## src/rtl/lfsr_arbiter.sv

```systemverilog
// Shared 32-bit shift-left LFSR handing out one random word per cycle to NUM_REQ round-robin requesters.
// Optional grant counter output draw_cnt_o is enabled by defining LFSR_ARB_DRAW_CNT_EN.
module lfsr_arbiter #(
    parameter int          NUM_REQ       = 4,
    parameter int          WARMUP_CYCLES = 16,
    parameter logic [31:0] DEFAULT_SEED  = 32'h00B41AFD
) (
    input  logic               clk_i,
    input  logic               reset_i,
    input  logic               seed_valid_i,
    input  logic [31:0]        seed_i,
    output logic               seed_ready_o,
    input  logic [NUM_REQ-1:0] req_i,
    output logic [NUM_REQ-1:0] gnt_o,
    output logic [31:0]        rnd_o,
`ifdef LFSR_ARB_DRAW_CNT_EN
    output logic [15:0]        draw_cnt_o,
`endif
    output logic               busy_o
);

    localparam int PTR_W = $clog2(NUM_REQ);
    localparam int CNT_W = (WARMUP_CYCLES > 1) ? $clog2(WARMUP_CYCLES) : 1;
    localparam logic [CNT_W-1:0] CNT_LAST = CNT_W'((WARMUP_CYCLES > 0) ? WARMUP_CYCLES - 1 : 0);

    typedef enum logic {
        ST_WARMUP,
        ST_RUN
    } state_t;

    localparam state_t INIT_STATE = (WARMUP_CYCLES == 0) ? ST_RUN : ST_WARMUP;

    // One LFSR advance; an all-zero result would lock the register, so fall back to the default seed.
    function automatic logic [31:0] lfsr_step(input logic [31:0] cur);
        logic [31:0] nxt;
        nxt = {cur[30:0], cur[27] ^ cur[23] ^ cur[19] ^ cur[18] ^ cur[15]
                        ^ cur[11] ^ cur[7] ^ cur[4] ^ cur[1]};
        return (nxt == 32'h0) ? DEFAULT_SEED : nxt;
    endfunction

    state_t             state_q, state_d;
    logic [31:0]        lfsr_q, lfsr_d;
    logic [CNT_W-1:0]   cnt_q, cnt_d;
    logic [PTR_W-1:0]   ptr_q, ptr_d;
    logic [NUM_REQ-1:0] gnt_d;
    logic [31:0]        rnd_d;
    logic [NUM_REQ-1:0] eligible;
    logic [PTR_W-1:0]   idx;
    logic [PTR_W-1:0]   win;
    logic               found;
`ifdef LFSR_ARB_DRAW_CNT_EN
    logic [15:0]        draw_q, draw_d;
`endif

    // A requester granted last cycle sits out one cycle, so a held request gets every other word.
    always_comb begin
        eligible = req_i & ~gnt_o;
        found    = 1'b0;
        win      = '0;
        idx      = '0;
        for (int k = 0; k < NUM_REQ; k++) begin
            idx = PTR_W'((int'(ptr_q) + k) % NUM_REQ);
            if (!found && eligible[idx]) begin
                found = 1'b1;
                win   = idx;
            end
        end
    end

    // NOTE: every always_comb target gets a default first so no path leaves it unassigned (no latch).
    always_comb begin
        state_d = state_q;
        lfsr_d  = lfsr_q;
        cnt_d   = cnt_q;
        ptr_d   = ptr_q;
        gnt_d   = '0;
        rnd_d   = rnd_o;
`ifdef LFSR_ARB_DRAW_CNT_EN
        draw_d  = draw_q;
`endif
        case (state_q)
            ST_WARMUP: begin
                lfsr_d = lfsr_step(lfsr_q);
                cnt_d  = cnt_q + 1'b1;
                if (cnt_q == CNT_LAST) begin
                    state_d = ST_RUN;
                    cnt_d   = '0;
                end
            end
            ST_RUN: begin
                if (seed_valid_i) begin
                    // A seed offer beats any pending request; the pointer is left alone.
                    lfsr_d  = (seed_i == 32'h0) ? DEFAULT_SEED : seed_i;
                    cnt_d   = '0;
                    state_d = INIT_STATE;
`ifdef LFSR_ARB_DRAW_CNT_EN
                    draw_d  = '0;
`endif
                end else if (found) begin
                    gnt_d  = NUM_REQ'(1) << win;
                    rnd_d  = lfsr_q;
                    lfsr_d = lfsr_step(lfsr_q);
                    ptr_d  = PTR_W'((int'(win) + 1) % NUM_REQ);
`ifdef LFSR_ARB_DRAW_CNT_EN
                    draw_d = (draw_q == 16'hFFFF) ? draw_q : draw_q + 16'd1;
`endif
                end
            end
            default: state_d = INIT_STATE;
        endcase
    end

    always_ff @(posedge clk_i) begin
        if (reset_i) begin
            state_q <= INIT_STATE;
            lfsr_q  <= DEFAULT_SEED;
            cnt_q   <= '0;
            ptr_q   <= '0;
            gnt_o   <= '0;
            rnd_o   <= '0;
`ifdef LFSR_ARB_DRAW_CNT_EN
            draw_q  <= '0;
`endif
        end else begin
            state_q <= state_d;
            lfsr_q  <= lfsr_d;
            cnt_q   <= cnt_d;
            ptr_q   <= ptr_d;
            gnt_o   <= gnt_d;
            rnd_o   <= rnd_d;
`ifdef LFSR_ARB_DRAW_CNT_EN
            draw_q  <= draw_d;
`endif
        end
    end

    assign busy_o       = (state_q == ST_WARMUP);
    assign seed_ready_o = (state_q == ST_RUN);
`ifdef LFSR_ARB_DRAW_CNT_EN
    assign draw_cnt_o   = draw_q;
`endif

endmodule

```

## config.mk

```make
export PLATFORM = sky130hd
export DESIGN_NAME = lfsr_arbiter
export DESIGN_NICKNAME = d
export VERILOG_FILES = /design/src/rtl/lfsr_arbiter.sv
export SDC_FILE = /design/constraint.sdc
export NUM_CORES = 1
export LEC_CHECK = 0
export BUFFER_PORTS_ARGS = -buffer_cell sky130_fd_sc_hd__buf_2
export CELL_PAD_IN_SITES_DETAIL_PLACEMENT = 0
export CELL_PAD_IN_SITES_GLOBAL_PLACEMENT = 1
export CORE_MARGIN = 2
export CORE_UTILIZATION = 36
export DETAILED_ROUTE_END_ITERATION = 10
export PLACE_DENSITY_LB_ADDON = 0.05
export SKIP_CTS_REPAIR_TIMING = 1
export SYNTH_ARGS = -nofsm -noshare
export SYNTH_HDL_FRONTEND = slang
export SYNTH_SLANG_ARGS = --single-unit
```

## constraint.sdc

```tcl
create_clock -name clk_i -period 1.8 [get_ports clk_i]
set_clock_uncertainty 0.1 [all_clocks]
set_input_delay 0.45 -clock clk_i [delete_from_list [all_inputs] [get_ports clk_i]]
set_output_delay 0.45 -clock clk_i [all_outputs]
set_load 0.02 [all_outputs]
```

==> impl_metrics.tcl <==
set metrics [dict create \
    syn_avg_cell_area_um2 9.690 \
    crit_family "simple AND/OR/NAND/NOR gates" \
    drv_slew 0 \
    crit_chain "nor2b_1 > nor4_4 > buf_6 > and2_4 > buf_4 > a221oi_1 > nor3_1" \
    cts_tree "built" \
    die_h_um 97.53 \
    worst_slack_ns 0.1052 \
    insertion_delay_ns 0.35 \
    syn2layout_area_growth_pct 41.40 \
    drtPass1Iterations 4 \
    path_max_fanout 5 \
    core_area_um2 8593 \
    arrival_ns 1.82 \
    grt_start_max_net_pins 28 \
    yosys_warnings 0 \
    grt_pass1_wl_mm 14.47 \
    max_stage_delay_ns 0.34 \
    finalSetupViolCount 0 \
    cts-htree-levels 3 \
    crit_type "register to register" \
    whs_ns 0.3741 \
    period_needed_ns 1.695 \
    grtUsageTotal_pct 18.91 \
    grt-ovfl-total 0 \
    crit_start "gnt_o[0]" \
    drc 0 \
    fin_crit_sh_pct 94.16 \
    hp-start "seed_i[23]" \
    avgRoutedWirePerCell_um 15.80 \
    fin_setup_tns_ns 0 \
    cts_buffers 9 \
    drt-initial-drc-count 109 \
    slowest_stage "dfxtp_1" \
    ios 77 \
    tightest_slew_ns 0.3341 \
    via_per_inst 5.210 \
    gp_congestion 0.8379 \
    syn_nets 365 \
    antenna_cells 0 \
    netlist_area_um2 3149 \
    syn_inst 325 \
    clk_pin_slew_worst_paths_ns 0.08 \
    die_area_um2 9512 \
    timing.final.hold_violations 0 \
    fin_util_pct 51.82 \
    hold_class "primary input to register" \
    drt-total-wl_mm 9.084 \
    ys_seq_elements 75 \
    status "complete, no violations" \
    crit_path_end_kind "register" \
    rsz0062_at_grt "false" \
    clock_path_buffers 2 \
    yosys.cell_types.count 46 \
    post-dp-hpwl_mm 6.830 \
    grt_pass1_vias 2864 \
    p_per_area_nw_per_um2 807.4 \
    port-buffer-count 76 \
    start_util_pct 36.65 \
    peakVddDrop_mv 0.5236 \
    fmax_mhz 590.0 \
    cts.sinks 75 \
    vias 2996 \
    antenna_found_initial 0 \
    seq_area_frac_synth_pct 47.68 \
    ant_nets 0 \
    reg2reg_slack_ns 0.11 \
    cp.buffers_inverters 2 \
    maxCapViolCount 0 \
    die_w_um 97.53 \
    layout-drive-gt1-share_pct 41.33 \
    pre_cts_slack_ns -0.3858 \
    relSlewSlack_pct 77.52 \
    cts_root_buffer "clkbuf_8" \
    fin_nets 502 \
    r2r_start "gnt_o[0]" \
    power_leakage_nw 1.963 \
    start_kind "register" \
    fp-row-count 34 \
    worst_ep_required_time_ns 1.93 \
]
==> worst register-to-register path, stage by stage, from the launching register on <==
cell	delay (ns)
dfxtp_1	0.34
nor2b_1	0.28
nor4_4	0.07
buf_6	0.14
and2_4	0.17
buf_4	0.14
a221oi_1	0.26
nor3_1	0.09
==> cell usage in the layout (no fill, tap or decap), types with 6 or more instances in the layout <==
master / count
o22ai_1: 14
nor2_1: 30
buf_4: 65
buf_2: 76
o21ai_0: 13
xnor2_1: 7
nand3_1: 8
a311oi_1: 8
nor4_1: 6
dfxtp_1: 74
a21oi_1: 21
buf_12: 7
a221oi_1: 9
nor4_2: 7
clkbuf_8: 10
a22o_1: 33
nand2_1: 10
nor3_1: 11
==> area by class of cell <==
type / count / area [µm²]
clock buffers: 12 / 145.1
fillers: 843 / 4140
inverters: 3 / 11.26
repair buffers: 149 / 1020
clock inverters: 4 / 73.82
flip-flops and latches: 75 / 1503
well taps: 108 / 135.1
multi-input cells: 224 / 1565
==> synthesized netlist by cell type, drive strengths merged <==
library cell | count | area [µm²]
a221oi | 12 | 123.9
clkbuf | 6 | 23.77
buf | 17 | 127.6
nor4 | 16 | 115.1
and2 | 2 | 15.02
a21oi | 21 | 105.1
o21ba | 1 | 10.01
a21o | 2 | 15.01
a211oi | 1 | 7.510
xor2 | 1 | 8.760
a22o | 33 | 289.0
o21bai | 1 | 11.26
or3b | 2 | 17.52
inv | 3 | 11.26
a22oi | 2 | 15.01
o21ai | 19 | 98.84
nand3b | 1 | 7.510
nor2 | 31 | 123.9
nand3 | 8 | 40.04
nor3b | 2 | 15.01
nand4 | 5 | 31.28
ha | 1 | 12.51
xnor2 | 7 | 61.31
o22ai | 14 | 87.58
dfxtp | 75 | 1501
nor2b | 6 | 50.05
nor3 | 15 | 95.09
nand2b | 1 | 6.260
nand2 | 11 | 43.80
and3b | 1 | 8.760
a311oi | 8 | 70.07
==> stage by stage <==
| stage | total power [W] | std cells | cell area (µm²) |
|---|---|---|---|
| global placement | 0.002167 | 558 | 4148 |
| finish | 0.003596 | 575 | 4453 |
| global route | 0.003740 | 575 | 4453 |
| floorplan | 0.001958 | 325 | 3149 |
| CTS | 0.003606 | 574 | 4367 |
| detailed placement | 0.002170 | 558 | 4148 |
==> cells by family (layout without fill, tap and decap cells) <==
kind of cell / Yosys count / in the layout / share of synthesized area, %
compound gates: 114 / 114 / 26.46
simple gates: 101 / 101 / 18.08
flops: 75 / 75 / 47.68
buf+inv: 26 / 168 / 5.165
xor+xnor: 8 / 8 / 2.225
fa+ha+maj: 1 / 1 / 0.3972
==> state kept, by name, indices dropped and copies added, names as in the netlist <==
register	count
seed_ready_o	1
rnd_o	32
ptr_q	2
lfsr_q	32
gnt_o	4
cnt_q	4
==> where the power goes <==
part	internal, W	leakage (nW)	switching [W]
registers	0.00171	0.612	0.0000501
logic	0.000213	1.24	0.000176
clock network	0.000821	0.111	0.000628
==> path summary, 6_finish.rpt <==
path	end	cells after the start
worst max register to register	lfsr_q[31]	7
worst max-delay path	lfsr_q[31]	7
worst min register to register	rnd_o[12]	1
worst min-delay path	lfsr_q[23]	4
==> routing by layer <==
| metal | track usage, % | routed length, µm | up-vias | part of all wire (%) |
|---|---|---|---|---|
| li1 | - | - | 1513 | - |
| met1 | 27.06 | 4464 | 1390 | 49 |
| met2 | 28.49 | 4014 | 85 | 44 |
| met3 | 3.525 | 496 | 8 | 5.5 |
| met4 | 6.731 | 109 | 0 | 1.2 |
| met5 | 0 | 0 | - | 0 |
No activity file was read; power rests on OpenSTA's default activity.
